### src/rtl/fcmp_lt_scheduler_if.sv
// Requester-side bundle of the shared float less-than scheduler: operand
// requests flow in, one-hot grants and one-hot result pulses flow back.
interface fcmp_lt_scheduler_if #(
    parameter int N  = 4,
    parameter int DW = 32
);
    logic [N-1:0]    req_valid;
    logic [N*DW-1:0] req_a;
    logic [N*DW-1:0] req_b;
    logic [N-1:0]    req_ready;
    logic [N-1:0]    rsp_valid;
    logic            rsp_result;

    // Requester side drives operands, scheduler drives grants and results
    modport master (
        output req_valid, req_a, req_b,
        input  req_ready, rsp_valid, rsp_result
    );

    modport slave (
        input  req_valid, req_a, req_b,
        output req_ready, rsp_valid, rsp_result
    );
endinterface

### src/rtl/fcmp_lt_scheduler.sv
// Round-robin sharing of one pipelined float less-than comparator between N
// requesters. A tag pipeline of LAT+1 stages follows every issued compare so
// its result is routed back to the requester that issued it.
module fcmp_lt_scheduler #(
    parameter int N   = 4,
    parameter int LAT = 2,
    parameter int DW  = 32
) (
    input  logic               clk,
    input  logic               rst_n,
    input  logic               ce_i,
    fcmp_lt_scheduler_if.slave req_if,
    output logic               busy_o,
    output logic               cmp_ce_o,
    output logic [DW-1:0]      cmp_a_o,
    output logic [DW-1:0]      cmp_b_o,
    input  logic               cmp_result_i
);
    localparam int TW = (N > 1) ? $clog2(N) : 1;
    localparam logic [TW-1:0] LAST_RST = TW'(N - 1);

    logic [TW-1:0] last_q, last_d;
    logic [TW-1:0] winner;
    logic          found;
    logic          xfer;
    logic [DW-1:0] cmp_a_q, cmp_a_d;
    logic [DW-1:0] cmp_b_q, cmp_b_d;
    logic          tag_v_d;
    logic [TW-1:0] tag_id_d;
    logic [LAT:0]  tag_v_q;
    logic [TW-1:0] tag_id_q [LAT+1];
    logic          rsp_fire;
    logic [DW-1:0] op_a [N];
    logic [DW-1:0] op_b [N];

    // Unpack the flat operand buses into per-requester words
    for (genvar gi = 0; gi < N; gi++) begin : g_unpack
        assign op_a[gi] = req_if.req_a[gi*DW +: DW];
        assign op_b[gi] = req_if.req_b[gi*DW +: DW];
    end

    // Round-robin search starting one past the last winner; wrap is modulo N
    // so a non-power-of-two N never yields an out-of-range winner
    always_comb begin
        logic [TW-1:0] cand;
        cand   = '0;
        winner = '0;
        found  = 1'b0;
        for (int k = 1; k <= N; k++) begin
            cand = TW'((int'(last_q) + k) % N);
            if (!found && req_if.req_valid[cand]) begin
                found  = 1'b1;
                winner = cand;
            end
        end
    end

    // A grant is only offered while enabled and out of reset
    assign xfer = ce_i & rst_n & found;

    // One-hot grant to the winner
    always_comb begin
        req_if.req_ready = '0;
        if (xfer) begin
            req_if.req_ready[winner] = 1'b1;
        end
    end

    // Issue decision: capture the winner's operands and tag, else stage 0 goes empty
    always_comb begin
        last_d   = last_q;
        cmp_a_d  = cmp_a_q;
        cmp_b_d  = cmp_b_q;
        tag_v_d  = 1'b0;
        tag_id_d = tag_id_q[0];
        if (xfer) begin
            last_d   = winner;
            cmp_a_d  = op_a[winner];
            cmp_b_d  = op_b[winner];
            tag_v_d  = 1'b1;
            tag_id_d = winner;
        end
    end

    // Pointer, operand registers and tag pipeline all freeze together when ce is low
    always_ff @(posedge clk or negedge rst_n) begin
        if (!rst_n) begin
            last_q  <= LAST_RST;
            cmp_a_q <= '0;
            cmp_b_q <= '0;
            tag_v_q <= '0;
            for (int k = 0; k <= LAT; k++) begin
                tag_id_q[k] <= '0;
            end
        end else if (ce_i) begin
            last_q      <= last_d;
            cmp_a_q     <= cmp_a_d;
            cmp_b_q     <= cmp_b_d;
            tag_v_q[0]  <= tag_v_d;
            tag_id_q[0] <= tag_id_d;
            for (int k = 1; k <= LAT; k++) begin
                tag_v_q[k]  <= tag_v_q[k-1];
                tag_id_q[k] <= tag_id_q[k-1];
            end
        end
    end

    // The last stage lines up with the comparator output; a stalled cycle masks it
    assign rsp_fire = ce_i & tag_v_q[LAT];

    // Route the result pulse back to the issuing requester
    always_comb begin
        req_if.rsp_valid = '0;
        if (rsp_fire) begin
            req_if.rsp_valid[tag_id_q[LAT]] = 1'b1;
        end
    end

    assign req_if.rsp_result = rsp_fire & cmp_result_i;
    assign busy_o            = |tag_v_q;
    assign cmp_ce_o          = ce_i;
    assign cmp_a_o           = cmp_a_q;
    assign cmp_b_o           = cmp_b_q;
endmodule
### src/flat_wrapper.sv
// flat-port wrapper written by rule: the top's interface ports become plain ports
module fcmp_lt_scheduler_flat 
#(
    parameter int N   = 4,
    parameter int LAT = 2,
    parameter int DW  = 32
)
  (clk, rst_n, ce_i, busy_o, cmp_ce_o, cmp_a_o, cmp_b_o, cmp_result_i, req_if_req_valid, req_if_req_a, req_if_req_b, req_if_req_ready, req_if_rsp_valid, req_if_rsp_result);
  fcmp_lt_scheduler_if #(.N(N), .DW(DW)) req_if_i ();
  input  logic clk;
  input  logic rst_n;
  input  logic ce_i;
  output logic busy_o;
  output logic cmp_ce_o;
  output logic [DW-1:0] cmp_a_o;
  output logic [DW-1:0] cmp_b_o;
  input  logic cmp_result_i;
  input wire logic [$bits(req_if_i.req_valid)-1:0] req_if_req_valid;
  input wire logic [$bits(req_if_i.req_a)-1:0] req_if_req_a;
  input wire logic [$bits(req_if_i.req_b)-1:0] req_if_req_b;
  output wire logic [$bits(req_if_i.req_ready)-1:0] req_if_req_ready;
  output wire logic [$bits(req_if_i.rsp_valid)-1:0] req_if_rsp_valid;
  output wire logic [$bits(req_if_i.rsp_result)-1:0] req_if_rsp_result;
  assign req_if_i.req_valid = req_if_req_valid;
  assign req_if_i.req_a = req_if_req_a;
  assign req_if_i.req_b = req_if_req_b;
  assign req_if_req_ready = req_if_i.req_ready;
  assign req_if_rsp_valid = req_if_i.rsp_valid;
  assign req_if_rsp_result = req_if_i.rsp_result;
  fcmp_lt_scheduler #(.N(N), .LAT(LAT), .DW(DW)) u_core (.clk(clk), .rst_n(rst_n), .ce_i(ce_i), .req_if(req_if_i), .busy_o(busy_o), .cmp_ce_o(cmp_ce_o), .cmp_a_o(cmp_a_o), .cmp_b_o(cmp_b_o), .cmp_result_i(cmp_result_i));
endmodule
### config.mk
export PLATFORM = sky130hd
export DESIGN_NAME = fcmp_lt_scheduler_flat
export DESIGN_NICKNAME = d
export VERILOG_FILES = /design/src/rtl/fcmp_lt_scheduler_if.sv /design/src/rtl/fcmp_lt_scheduler.sv /design/src/flat_wrapper.sv
export SDC_FILE = /design/constraint.sdc
export NUM_CORES = 1
export LEC_CHECK = 0
export CELL_PAD_IN_SITES_DETAIL_PLACEMENT = 1
export CELL_PAD_IN_SITES_GLOBAL_PLACEMENT = 2
export CORE_ASPECT_RATIO = 1.4
export CORE_MARGIN = 10
export CORE_UTILIZATION = 16
export DETAILED_ROUTE_END_ITERATION = 10
export PLACE_DENSITY_LB_ADDON = 0.1
export SETUP_SLACK_MARGIN = 0.05
export SYNTH_ARGS = -nofsm -noshare
export SYNTH_HDL_FRONTEND = slang
export SYNTH_SLANG_ARGS = --single-unit
### constraint.sdc
create_clock -name clk -period 2.1 [get_ports clk]
set_input_delay 0.42 -clock clk [delete_from_list [all_inputs] [get_ports clk]]
set_output_delay 0.42 -clock clk [all_outputs]
set_load 0.02 [all_outputs]
==> results.ini, run 1 <==
[outcome]
status=finished, violations left
violations=setup timing

[synthesis]
synth_edf_count=0
ys_seq_elements=75
yosysSeqAreaShare_pct=42.8
syn_avg_cell_area_um2=10.3
syn_area_um2=4390
yosysTopAreaCell=dfrtp_1
synthArstFlopShare_pct=100
ys_types=34
synth_top_area_share_pct=41.6
netlist_instances=426
synth_warnings=0
synthFlopType=dfrtp_1
syn_nets=690
netlist_top_cells_area=dfrtp_1 42%, mux2_2 14%, a222oi_1 12%

[critical_path]
slowest_delay_ps=580
cp_cell_sequence=nand3b_1 -> a31oi_4 -> buf_6 -> buf_12 -> buf_12 -> buf_12 -> mux2_4 -> a222oi_1 -> a21oi_1
crit_path_end_kind=flop
cp.arrival_ps=2470
critPathBufInv=4
cp_data_required_time_ps=2310
worst_setup_path_start_kind=flop
critPathKind=reg2reg
crit_slowest_cell=dfstp_2
crit_top_cell=buf_12
cp_top_family=compound AO/OA/AOI/OAI gates
path_max_fanout=8

[clock_network]
cts_tree=built
clockRootBuffer=clkbuf_16
clkSinkCount=75
cts_buffer_depth=2
hold_buffers=0
cts_buffers=9
clk_latency_ps=340
clkTransAtPathRegs_ps=60
htree_levels=3

[pwr]
swShare_pct=35.1
cellPowerDensity_nw_per_um2=792
clock_power_share_pct=20.5
intPower_uw=4650
ir_drop_v=0.000353
power_frac_seq_pct=28.1
power.switching_uw=2520
totalPowerFinal_uw=7160
cellLeakagePower_uw=0.00362
comb_power_share_pct=51.4

[finish]
fin_nets=1050
synthToLayoutAreaGrowth_pct=106
layout.cells.non_filler=1156
seqCellArea_um2=1880
stdcell_area_um2=9050
drive_gt1_share_pct=18.6
n_antenna_cell=0
fillers=3099
multiInputGateArea_um2=2440

[die]
rows=71
initial_core_util_pct=16.3
die_w_um=160
io_pins=339
die-area_um2=34600
die_h_um=216
coreArea_um2=27000

[timing]
rsz0062_at_grt=true
finalCritPeriodShare_pct=108
drv_slew=0
slew_headroom_pct=59.7
fmax_ghz=0.443
tns_ps=-5050
worst_slew_pin_slew_ps=605
fin_crit_ps=2260
setup_viol=63
timing.final.ws_setup_ps=-158
fin_skew_ps=10.1
hold_violations=0

[worst_hold_path]
hold_class=in2async

[detailed_routing]
wl_per_cell_um=22.1
num_vias=5165
vias_per_cell=4.47
drc=0
drtIter0Drc=357
drt-total-wl_um=25500
ant_nets=0
first_pass_iters=7

[place]
placed_area_um2=8380
place_inst=1121
place.gp.congestion=0.768
io_buffers=338
dp_hpwl_um=19800
pre_cts_ws_ps=-732

[grt]
use_met2_pct=26.2
grt_usage_pct=14.1
grt_first_pass_wirelength_um=37900
gr-total-overflow=0
use_met3_pct=5.50
grt_max_degree=63
antenna_found_initial=0
busiest_layer=met2
grt_pass1_vias=5985
met1_usage_pct=14.7

[run]
cap_violations=0

## worst reg2reg max path, stage by stage (launching register included)
cell and delay, ps:
dfstp_2 580, nand3b_1 130, a31oi_4 220, buf_6 140
buf_12 130, buf_12 150, buf_12 110, mux2_4 290
a222oi_1 260, a21oi_1 110
## kinds of logic (layout without fill, tap and decap cells)
logic type      after synthesis  count (layout)  share of synthesized area [%]
buf+inv                      45             410                           5.33
flops                        75              75                           42.8
simple gates                 94              94                           8.89
compound gates              131             131                           22.9
mux                          81              81                           20.1
## power groups by stage
| stage | Clock [uW] | Sequential [uW] | Combinational [uW] |
|---|---|---|---|
| detailed placement | 0 | 2040 | 3390 |
| finish | 1470 | 2010 | 3680 |
| CTS | 1560 | 2020 | 3620 |
| global route | 1610 | 2070 | 3950 |
| global placement | 0 | 2020 | 3370 |
| floorplan | 0 | 2390 | 1220 |
## synthesized netlist by cell type (2+ instances only)
library cell  instances
a21oi_1              53
a222oi_1             53
and3_1                2
buf_1                 2
buf_2                15
buf_4                 2
buf_6                 3
clkbuf_1             20
dfrtp_1              73
dfstp_2               2
inv_1                 2
mux2_1                4
mux2_2               54
mux2i_1              23
nand2_1              20
nand2b_1              4
nand3_1               2
nand3b_1              2
nor2_1               58
nor2b_1               2
nor3_1                2
o211ai_1              2
o21a_1                2
o21ai_0               3
o221ai_1             11
or3_1                 2
## layout make-up
type | count | share of cell area (%)
Timing Repair Buffer | 392 | 44.1
Multi-Input combinational cell | 306 | 27.0
Sequential cell | 75 | 20.8
Tap cell | 365 | 5.05
Clock buffer | 14 | 2.92
Clock inverter | 2 | 0.111
Inverter | 2 | 0.0830
## routing by layer
| metal | wire [um] | part of all wire (%) | vias to the layer above |
|---|---|---|---|
| li1 | - | - | 2386 |
| met1 | 9330 | 37 | 2530 |
| met2 | 13800 | 54 | 238 |
| met3 | 2140 | 8.4 | 11 |
| met4 | 221 | 0.87 | 0 |
| met5 | 0 | 0 | - |
## metrics by stage
step | hold slack (ps) | util, %
global route | 79.9 | 33.5
finish | 77.4 | 33.5
detailed placement | 442 | 31.0
global placement | 444 | 31.0
floorplan | 124 | -
CTS | 70.1 | 32.8
## flip-flops by register name, indices dropped and copies added (netlist names)
signal and cells:
u_core.tag_id_q 6, u_core.last_q 2, u_core.cmp_b_o 32, u_core.tag_v_q 3, u_core.cmp_a_o 32
## what timing repair did
item	4_1_cts	5_1_grt
resized for setup	61	31
pin swaps	15	45
gates cloned	3	1
setup endpoints to repair	77	71
setup buffers	12	4
## path summary, 6_finish.rpt
kind                                                startpoint                        endpoint  slack [ps]  cells after the start
worst max-delay path              u_core.last_q[1]$_DFFE_PN1P_  u_core.cmp_a_o[16]$_DFFE_PN0P_        -160                      9
worst min-delay path                                     rst_n   u_core.tag_v_q[1]$_DFFE_PN0P_          80                      2
worst max register to register    u_core.last_q[1]$_DFFE_PN1P_  u_core.cmp_a_o[16]$_DFFE_PN0P_        -160                      9
worst min register to register  u_core.tag_id_q[5]$_DFFE_PN0P_  u_core.tag_id_q[5]$_DFFE_PN0P_         470                      2
max in group asynchronous                                rst_n  u_core.cmp_b_o[12]$_DFFE_PN0P_        1420                      2
min in group clk                u_core.tag_id_q[5]$_DFFE_PN0P_  u_core.tag_id_q[5]$_DFFE_PN0P_         470                      2
## cell usage in the layout (no fill, tap or decap), types with 3 or more instances in the layout
cell and count:
dlygate4sd2_1 5, mux2_1 4, mux2_2 38, clkbuf_16 10, o221ai_1 11, dfrtp_1 73, buf_6 8, mux2i_1 23
o21ai_0 3, buf_2 3, a222oi_1 53, a21oi_1 52, mux2_4 16, buf_12 9, clkdlybuf4s50_1 322, buf_4 37
nand2_1 18, nor2_1 56, clkbuf_1 3
Note: power is estimated with default switching activity, not from simulation.
==> run 2, diff against run 1 <==
--- a/config.mk
+++ b/config.mk
@@ -12,7 +12,7 @@
 export CORE_UTILIZATION = 16
 export DETAILED_ROUTE_END_ITERATION = 10
 export PLACE_DENSITY_LB_ADDON = 0.1
-export SETUP_SLACK_MARGIN = 0.05
+export SETUP_SLACK_MARGIN = 0.3
 export SYNTH_ARGS = -nofsm -noshare
 export SYNTH_HDL_FRONTEND = slang
 export SYNTH_SLANG_ARGS = --single-unit
==> results.ini, run 2 (synthesis gave the netlist of run 1 again) <==
[outcome]
status=finished, violations left
violations=setup timing

[finish]
fin_nets=1054  ; +0.38%
drive_gt1_share_pct=21.3  ; +2.7 points
synthToLayoutAreaGrowth_pct=116
stdcell_area_um2=9500  ; +5.0%
final_cell_mix=290 x clkdlybuf4s50_1, 72 x dfrtp_1, 55 x nor2_1, 53 x a222oi_1, 53 x a21oi_1
n_antenna_cell=0  ; unchanged
final_common_cell=clkdlybuf4s50_1

[place]
io_buffers=338  ; unchanged
pre_cts_ws_ps=-753  ; -20.5 ps
place.gp.congestion=0.743  ; -3.3%
placed_area_um2=8390  ; about the same
dp_hpwl_um=19500  ; -1.0%

[grt]
grt_first_pass_wirelength_um=38700  ; +2.2%
antenna_found_initial=0  ; unchanged
grt_pass1_vias=6166  ; +3.0%
gr-total-overflow=0  ; unchanged
grt_max_degree=63  ; unchanged
grt_usage_pct=14.5  ; +0.40 points

[clock_network]
hold_buffers=0  ; unchanged
cts_buffer_depth=2  ; unchanged
cts_tree=built
htree_levels=3  ; unchanged
clockRootBuffer=clkbuf_16
clkSinkCount=75  ; unchanged
clkTransAtPathRegs_ps=60  ; about the same
cts_buffers=9  ; unchanged
clk_latency_ps=330  ; about the same

[die]
io_pins=339  ; unchanged
initial_core_util_pct=16.3  ; unchanged
coreArea_um2=27000  ; unchanged
die-area_um2=34600  ; unchanged
die_w_um=160  ; unchanged
die_h_um=216  ; unchanged
rows=71  ; unchanged

[pwr]
cellLeakagePower_uw=0.00402  ; +11%
cellPowerDensity_nw_per_um2=807  ; +1.9%
totalPowerFinal_uw=7670  ; +7.0%
ir_drop_v=0.000389  ; +10%

[detailed_routing]
vias_per_cell=4.48  ; +0.18%
wl_per_cell_um=22.2  ; +0.69%
first_pass_iters=6  ; -1
top_layer=met4
ant_nets=0  ; unchanged
wl_met3_um=2010  ; -6.1%
num_vias=5192  ; +0.52%
drtIter0Drc=340  ; -4.8%
met1_length_um=9190  ; -1.5%
wl_met2_um=14100  ; +2.3%
drc=0  ; unchanged
drt-total-wl_um=25800  ; +1.0%

[timing]
fin_skew_ps=6.32  ; -3.78 ps
slew_headroom_pct=59.2  ; -0.53 points
rsz0062_at_grt=true
fmax_ghz=0.427  ; -3.6%
hold_violations=0  ; unchanged
finalCritPeriodShare_pct=112  ; +4.0 points
timing.final.ws_setup_ps=-242  ; -83.5 ps
tns_ps=-8330  ; -3290 ps
fin_crit_ps=2340  ; +83.5 ps
setup_viol=57  ; -9.5%
drv_slew=0  ; unchanged
worst_slew_pin_slew_ps=612  ; +7.88 ps

[critical_path]
cp.arrival_ps=2540  ; +70 ps
critPathKind=reg2reg
cp_data_required_time_ps=2290  ; -20 ps
crit_path_end_kind=flop
path_max_fanout=5  ; -3
worst_setup_path_start_kind=flop

[run]
cap_violations=0  ; unchanged

[worst_hold_path]
hold_class=in2async

## run 2: cell types whose count changed in the layout (fill, tap and decap cells not counted), moves of 4 or more
cell             previous run  this run
clkdlybuf4s50_1           322       290
mux2_4                     16        46
dlymetal6s2s_1              1        28
mux2_2                     38        12
buf_6                       8        17
buf_4                      37        29
buf_16                      2         9
mux2_1                      4         0
mux2i_1                    23        19
## run 2: per-stage QoR
step / instances / hold WS (ps) / utilization [%]
floorplan: 426 / 124 / -
global placement: 1119 / 466 / 31.1
detailed placement: 1119 / 481 / 31.1
CTS: 1158 / 169 / 34.6
global route: 1160 / 182 / 35.2
finish: 1160 / 158 / 35.2
## run 2: cell type report
| type | count | area, um2 |
|---|---|---|
| clock buffer | 10 | 239 |
| fill | 3015 | 17500 |
| clock inverter | 6 | 88.8 |
| multi-input combinational | 306 | 2600 |
| inverter | 2 | 7.51 |
| tap | 365 | 457 |
| timing repair buffer | 396 | 4230 |
| sequential | 75 | 1880 |
## run 2: where the power goes
group / internal [uW] / leakage (uW) / switching, uW
combinational: 2150 / 0.00302 / 1800
clock: 1070 / 0.000155 / 628
sequential: 1810 / 0.000849 / 203
## run 2: worst paths after layout
path / startpoint / endpoint / slack, ps / cells after the start
min reg2reg: u_core.tag_id_q[4]$_DFFE_PN0P_ / u_core.tag_id_q[4]$_DFFE_PN0P_ / 490 / 1
max reg2reg: u_core.last_q[1]$_DFFE_PN1P_ / u_core.cmp_a_o[9]$_DFFE_PN0P_ / -240 / 10
min: rst_n / u_core.cmp_b_o[13]$_DFFE_PN0P_ / 160 / 2
min in group clk: u_core.tag_id_q[4]$_DFFE_PN0P_ / u_core.tag_id_q[4]$_DFFE_PN0P_ / 490 / 1
max: u_core.last_q[1]$_DFFE_PN1P_ / u_core.cmp_a_o[9]$_DFFE_PN0P_ / -240 / 10
max in group asynchronous: rst_n / u_core.tag_v_q[2]$_DFFE_PN0P_ / 910 / 3
## run 2: worst max-delay path, stage by stage, from the launching register on
cell	delay, ps
dfstp_2	600
buf_12	120
a21o_1	140
a31oi_4	100
buf_6	140
buf_12	130
buf_6	120
buf_16	140
mux2_4	290
a222oi_1	290
a21oi_1	120
## run 2: timing repair
| action | in CTS | in global routing |
|---|---|---|
| buffers inserted | 15 | 2 |
| setup endpoints to repair | 84 | 101 |
| endpoints found under the hold margin | 0 | 0 |
| resized for setup | 143 | 52 |
| gates cloned | 8 | 0 |
| pin swaps | 72 | 47 |
## run 2: per-layer routing
| metal | track usage, % | up-vias |
|---|---|---|
| li1 | - | 2391 |
| met4 | 3.65 | 0 |
| met5 | 0 | - |
| met3 | 5.20 | 18 |
| met1 | 14.8 | 2568 |
| met2 | 27.5 | 215 |
==> run 3, diff against run 2 <==
--- a/config.mk
+++ b/config.mk
@@ -10,6 +10,7 @@
 export CORE_ASPECT_RATIO = 1.4
 export CORE_MARGIN = 10
 export CORE_UTILIZATION = 16
+export CTS_CLUSTER_SIZE = 14
 export DETAILED_ROUTE_END_ITERATION = 10
 export PLACE_DENSITY_LB_ADDON = 0.1
 export SETUP_SLACK_MARGIN = 0.3
==> results of run 3 <==
The final DEF is identical to that of run 2; final timing and power are the same.
